--- src/rtl/fault_supervisor.sv ---
// Fault qualifier and gate-enable sequencer for the MPPT power stage.
// Raw faults must persist QUAL samples before they trip the gates. After a
// trip the block waits out a holdoff and retries automatically, up to
// MAX_RETRY times, then locks out until an explicit clear.
module fault_supervisor #(
    parameter int NCH       = 4,
    parameter int QUAL      = 3,
    parameter int HOLDOFF   = 200,
    parameter int HW        = 8,
    parameter int MAX_RETRY = 3,
    parameter int RW        = 2
) (
    input  logic           clk,
    input  logic           nrst,
    input  logic [NCH-1:0] fault_raw,
    input  logic           enable,
    input  logic           clear,
    output logic           gate_en,
    output logic [NCH-1:0] fault_latched,
    output logic           lockout,
    output logic [RW-1:0]  retry_cnt
);

    localparam int CW = 4;
    localparam logic [CW-1:0] QUAL_SAT  = CW'(QUAL);
    localparam logic [CW-1:0] QUAL_LAST = CW'(QUAL - 1);
    localparam logic [HW-1:0] HOLD_LOAD = HW'(HOLDOFF - 1);
    localparam logic [RW-1:0] RETRY_MAX = RW'(MAX_RETRY);

    typedef enum logic [1:0] {IDLE, RUN, HOLD, LOCK} state_t;

    state_t                   state_q, state_d;
    logic [NCH-1:0]           s_q;
    logic [NCH-1:0][CW-1:0]   cnt_q, cnt_d;
    logic [HW-1:0]            holdoff_q, holdoff_d;
    logic [RW-1:0]            retry_q, retry_d;
    logic [NCH-1:0]           latched_q, latched_d;
    logic                     gate_en_q, gate_en_d;
    logic                     lockout_q, lockout_d;
    logic [NCH-1:0]           qual;
    logic                     active;
    logic                     busy;

    // Per-channel run-length counters; qual fires once, on the sample that completes the run
    always_comb begin
        cnt_d  = cnt_q;
        qual   = '0;
        active = 1'b0;
        for (int i = 0; i < NCH; i++) begin
            if (s_q[i]) begin
                cnt_d[i] = (cnt_q[i] == QUAL_SAT) ? cnt_q[i] : cnt_q[i] + CW'(1);
            end else begin
                cnt_d[i] = '0;
            end
            qual[i] = s_q[i] && (cnt_q[i] == QUAL_LAST);
            if (cnt_q[i] != '0) begin
                active = 1'b1;
            end
        end
        busy = active || (qual != '0);
    end

    // Sequencer: qual beats clear, clear beats holdoff expiry, expiry beats enable
    always_comb begin
        state_d   = state_q;
        holdoff_d = holdoff_q;
        retry_d   = retry_q;
        latched_d = latched_q;
        case (state_q)
            IDLE: begin
                if (clear) begin
                    latched_d = '0;
                    retry_d   = '0;
                end else if (enable && (latched_q == '0) && (qual == '0)) begin
                    state_d = RUN;
                end
            end
            RUN: begin
                if (qual != '0) begin
                    state_d   = HOLD;
                    holdoff_d = HOLD_LOAD;
                end else begin
                    if (clear) begin
                        retry_d = '0;
                    end
                    if (!enable) begin
                        state_d = IDLE;
                    end
                end
            end
            HOLD: begin
                if (clear) begin
                    state_d   = IDLE;
                    latched_d = '0;
                    retry_d   = '0;
                end else if (holdoff_q == '0) begin
                    if (busy) begin
                        holdoff_d = HOLD_LOAD;
                    end else if (retry_q == RETRY_MAX) begin
                        state_d = LOCK;
                    end else begin
                        retry_d   = retry_q + RW'(1);
                        latched_d = '0;
                        state_d   = RUN;
                    end
                end else if (!enable) begin
                    state_d = IDLE;
                end else begin
                    holdoff_d = holdoff_q - HW'(1);
                end
            end
            LOCK: begin
                if (clear) begin
                    state_d   = IDLE;
                    latched_d = '0;
                    retry_d   = '0;
                end
            end
            default: state_d = IDLE;
        endcase
        latched_d = latched_d | qual;
        gate_en_d = (state_d == RUN);
        lockout_d = (state_d == LOCK);
    end

    // State, sampling and output registers, all cleared at once by reset
    always_ff @(posedge clk or negedge nrst) begin
        if (!nrst) begin
            state_q   <= IDLE;
            s_q       <= '0;
            cnt_q     <= '0;
            holdoff_q <= '0;
            retry_q   <= '0;
            latched_q <= '0;
            gate_en_q <= 1'b0;
            lockout_q <= 1'b0;
        end else begin
            state_q   <= state_d;
            s_q       <= fault_raw;
            cnt_q     <= cnt_d;
            holdoff_q <= holdoff_d;
            retry_q   <= retry_d;
            latched_q <= latched_d;
            gate_en_q <= gate_en_d;
            lockout_q <= lockout_d;
        end
    end

    assign gate_en       = gate_en_q;
    assign fault_latched = latched_q;
    assign lockout       = lockout_q;
    assign retry_cnt     = retry_q;

endmodule
--- config.mk ---
export PLATFORM = sky130hd
export DESIGN_NAME = fault_supervisor
export DESIGN_NICKNAME = d
export VERILOG_FILES = /design/src/rtl/fault_supervisor.sv
export SDC_FILE = /design/constraint.sdc
export NUM_CORES = 1
export LEC_CHECK = 0
export CAP_MARGIN = 15
export CELL_PAD_IN_SITES_DETAIL_PLACEMENT = 1
export CELL_PAD_IN_SITES_GLOBAL_PLACEMENT = 1
export CORE_MARGIN = 8
export CORE_UTILIZATION = 46
export DETAILED_ROUTE_END_ITERATION = 10
export PLACE_DENSITY_LB_ADDON = 0.05
export RECOVER_POWER = 100
export SKIP_CTS_REPAIR_TIMING = 1
export SLEW_MARGIN = 20
export SYNTH_ARGS = -nofsm -noshare
export SYNTH_HDL_FRONTEND = slang
export SYNTH_SLANG_ARGS = --single-unit
--- constraint.sdc ---
create_clock -name clk -period 3 [get_ports clk]
set_clock_uncertainty 0.15 [all_clocks]
set_input_delay 0.9 -clock clk [delete_from_list [all_inputs] [get_ports clk]]
set_output_delay 0.9 -clock clk [all_outputs]
set_load 0.1 [all_outputs]
==> results of run 1 <==
cell type report:
type,count,area (sq um),area share (%)
Multi-Input combinational cell,177,1320,50.0
Sequential cell,38,951,35.9
Timing Repair Buffer,20,133,5.00
Tap cell,70,87.6,3.31
Clock buffer,7,86.3,3.26
Inverter,17,63.8,2.41
Clock inverter,1,5.00,0.189
how the worst max path moves through the flow:
| stage | start | end | slack [ns] | depth (start not counted) |
|---|---|---|---|---|
| after detailed placement | clear | holdoff_q[2] | 0.21 | 5 |
| final | cnt_q[8] | fault_latched[0] | 0.31 | 7 |
| after CTS | cnt_q[8] | fault_latched[1] | 0.30 | 7 |
| after floorplan | cnt_q[8] | gate_en | 0.53 | 9 |
| after global routing | cnt_q[8] | retry_cnt[0] | 0.20 | 7 |
| after global placement | clear | holdoff_q[2] | 0.22 | 5 |
worst max-delay path, cell delays in order, from the launching register on:
cell and delay (ns):
dfrtp_1 0.38, inv_1 0.09, ha_1 0.19, and4bb_1 0.26, or4_4 0.65, o41ai_1 0.42, a31oi_1 0.21, a21o_1 0.22
flip-flops by register name, summed over array words and instances, names as in the netlist:
register and count:
state_q 2, cnt_q 16, fault_latched 4, gate_en 1
holdoff_q 8, s_q 4, retry_cnt 2, lockout 1
Yosys cell counts (4+ instances only):
cell type	number	area share [%]
dfrtp_1	38	40
ha_1	18	9.5
inv_1	17	2.7
nand2_1	15	2.4
nand3_1	12	2.5
nor2_1	11	1.7
a21boi_0	9	2.9
and2_1	9	2.4
xnor2_1	8	3.0
mux2i_1	6	2.5
nor3_1	6	1.3
nor4_1	6	1.6
a21o_1	5	1.6
a21oi_1	5	1.1
nand3b_1	5	1.6
and3_1	4	1.1
or3_1	4	1.1
power by group:
| part | switching (mW) | internal, mW | total [mW] |
|---|---|---|---|
| sequential | 0.0944 | 0.600 | 0.694 |
| combinational | 0.539 | 0.248 | 0.787 |
| clock | 0.180 | 0.185 | 0.366 |
logic make-up (layout without fill, tap and decap cells):
logic type	count (synthesis)	after routing	synth area share, %
simple gates	93	93	24.0
compound gates	52	52	16.9
flops	38	38	40.1
buf+inv	21	45	3.96
fa+ha+maj	18	18	9.51
xor+xnor	8	8	2.96
mux	6	6	2.54
through the flow:
stage / hold WS [ns] / setup WS (ns) / power, mW / instance area, sq um
after floorplan: 0.320 / 0.532 / 1.31 / 2370
after global placement: 0.346 / 0.222 / 1.50 / 2590
after detailed placement: 0.367 / 0.207 / 1.52 / 2590
after CTS: 0.383 / 0.299 / 1.89 / 2680
after global routing: 0.400 / 0.198 / 1.97 / 2650
final: 0.375 / 0.311 / 1.85 / 2650
routing by layer:
layer / part of all wire (%) / GRT usage (%) / up-vias
li1: - / - / 909
met1: 45 / 18.7 / 937
met2: 50 / 26.8 / 27
met3: 3.6 / 3.38 / 7
met4: 1.4 / 4.69 / 0
met5: 0 / 0 / -
cell usage in the layout, fill, tap and decap left out, types with 4 or more instances in the layout:
cell / netlist / final
dfrtp_1: 38 / 38
ha_1: 18 / 18
inv_1: 17 / 17
nand2_1: 15 / 15
nand3_1: 12 / 12
nor2_1: 11 / 11
a21boi_0: 9 / 9
xnor2_1: 8 / 8
and2_0: 0 / 8
clkbuf_1: 2 / 8
nor4_1: 6 / 6
nor3_1: 6 / 6
mux2i_1: 6 / 6
clkbuf_8: 0 / 6
nand3b_1: 5 / 5
a21oi_1: 5 / 5
a21o_1: 5 / 5
buf_4: 0 / 5
or3_1: 4 / 4
and3_1: 4 / 4
dlygate4sd3_1: 0 / 4
==> impl_metrics.env, run 1 <==
export IMPL_pin_count=16
export IMPL_num_fill_cells=583
export IMPL_grt_pass1_wl_mm=9.52
export IMPL_synthCells=236
export IMPL_drv_cap=0
export IMPL_fin_nets=285
export IMPL_gp_congestion=0.803
export IMPL_hold_viol=0
export IMPL_rows=26
export IMPL_min_period_over_period_pct=89.6
export IMPL_setup_violations_final=0
export IMPL_relSlewSlack_pct=20.7
export IMPL_synth_nets=262
export IMPL_min_from="fault_latched[2]"
export IMPL_io_buffer_count=15
export IMPL_clk_pin_slew_ns=0.07
export IMPL_die_area_sq_um=7700
export IMPL_grt_max_degree=39
export IMPL_drive_above_1_share_pct=8.46
export IMPL_grt_remaining_overflow=0
export IMPL_cts_buffer_depth=2
export IMPL_postRouteAntennaNets=0
export IMPL_root_buffer="clkbuf_8"
export IMPL_post_route_min_period_ns=2.69
export IMPL_clock_sinks=38
export IMPL_antenna_found_initial=0
export IMPL_hold_path_class="flip-flop to flip-flop"
export IMPL_ir_drop_mv=0.371
export IMPL_worstPathMaxFanout=15
export IMPL_rsz0062_at_grt="no"
export IMPL_crit_arrival_ns=2.72
export IMPL_numCtsBuffers=5
export IMPL_r2r_cells=7
export IMPL_whs_path_depth=1
export IMPL_yosys_warnings=0
export IMPL_via_count=1880
export IMPL_core_area_sq_um=5040
export IMPL_grt_use_total_pct=15.5
export IMPL_clkLatencyLatePin_ns=0.29
export IMPL_avgSynthCellArea_sq_um=10.0
export IMPL_worst_slew_pin_transition_ns=1.19
export IMPL_worst_setup_path_end_kind="flip-flop"
export IMPL_r2r_start="cnt_q[8]"
export IMPL_slew_viol_final=0
export IMPL_setup_tns_ns=0
export IMPL_grt_pass1_vias=1989
export IMPL_status="complete, no violations"
export IMPL_synth_edf_count=0
export IMPL_finish_utilization_pct=52.6
export IMPL_critPathKind="flip-flop to flip-flop"
export IMPL_leakage_nw=1.14
export IMPL_ys_seq_elements=38
export IMPL_placedCellCount=322
export IMPL_r2r_slack_ns=0.31
export IMPL_dp_hpwl_mm=4.10
export IMPL_fin_cells=330
export IMPL_firstDrtPassIters=4
export IMPL_die_y_um=87.8
export IMPL_wl_per_cell_um=16.5
export IMPL_wl_mm=5.46
export IMPL_areaGrowthSynthToFinish_pct=11.9
export IMPL_start_util_pct=47.0
export IMPL_cp_data_required_time_ns=3.03
export IMPL_tritoncts="done"
export IMPL_drtIter0Drc=61
export IMPL_drc=0
export IMPL_start_kind="flip-flop"
export IMPL_cts_max_level=2
export IMPL_ys_flop_type="dfrtp_1"
export IMPL_die_w_um=87.8
export IMPL_avgViaCountPerCell=5.70
export IMPL_seq_area_frac_synth_pct=40.1
export IMPL_p_per_area_nw_per_um2=697
export IMPL_r2r_end="fault_latched[0]"
export IMPL_hold_end="fault_latched[2]"
export IMPL_synth_cell_types=53
export IMPL_num_antenna_cells=0
export IMPL_async_flop_share_pct=100
export IMPL_timing_fmax_ghz=0.372
export IMPL_syn_area_sq_um=2370
Power figures use the tool's default switching activity.
==> run 2, diff against run 1 <==
--- a/config.mk
+++ b/config.mk
@@ -14,7 +14,7 @@
 export PLACE_DENSITY_LB_ADDON = 0.05
 export RECOVER_POWER = 100
 export SKIP_CTS_REPAIR_TIMING = 1
-export SLEW_MARGIN = 20
+export SLEW_MARGIN = 10
 export SYNTH_ARGS = -nofsm -noshare
 export SYNTH_HDL_FRONTEND = slang
 export SYNTH_SLANG_ARGS = --single-unit
==> results of run 2 <==
No change in the layout: final DEF, timing and power equal those of run 1.
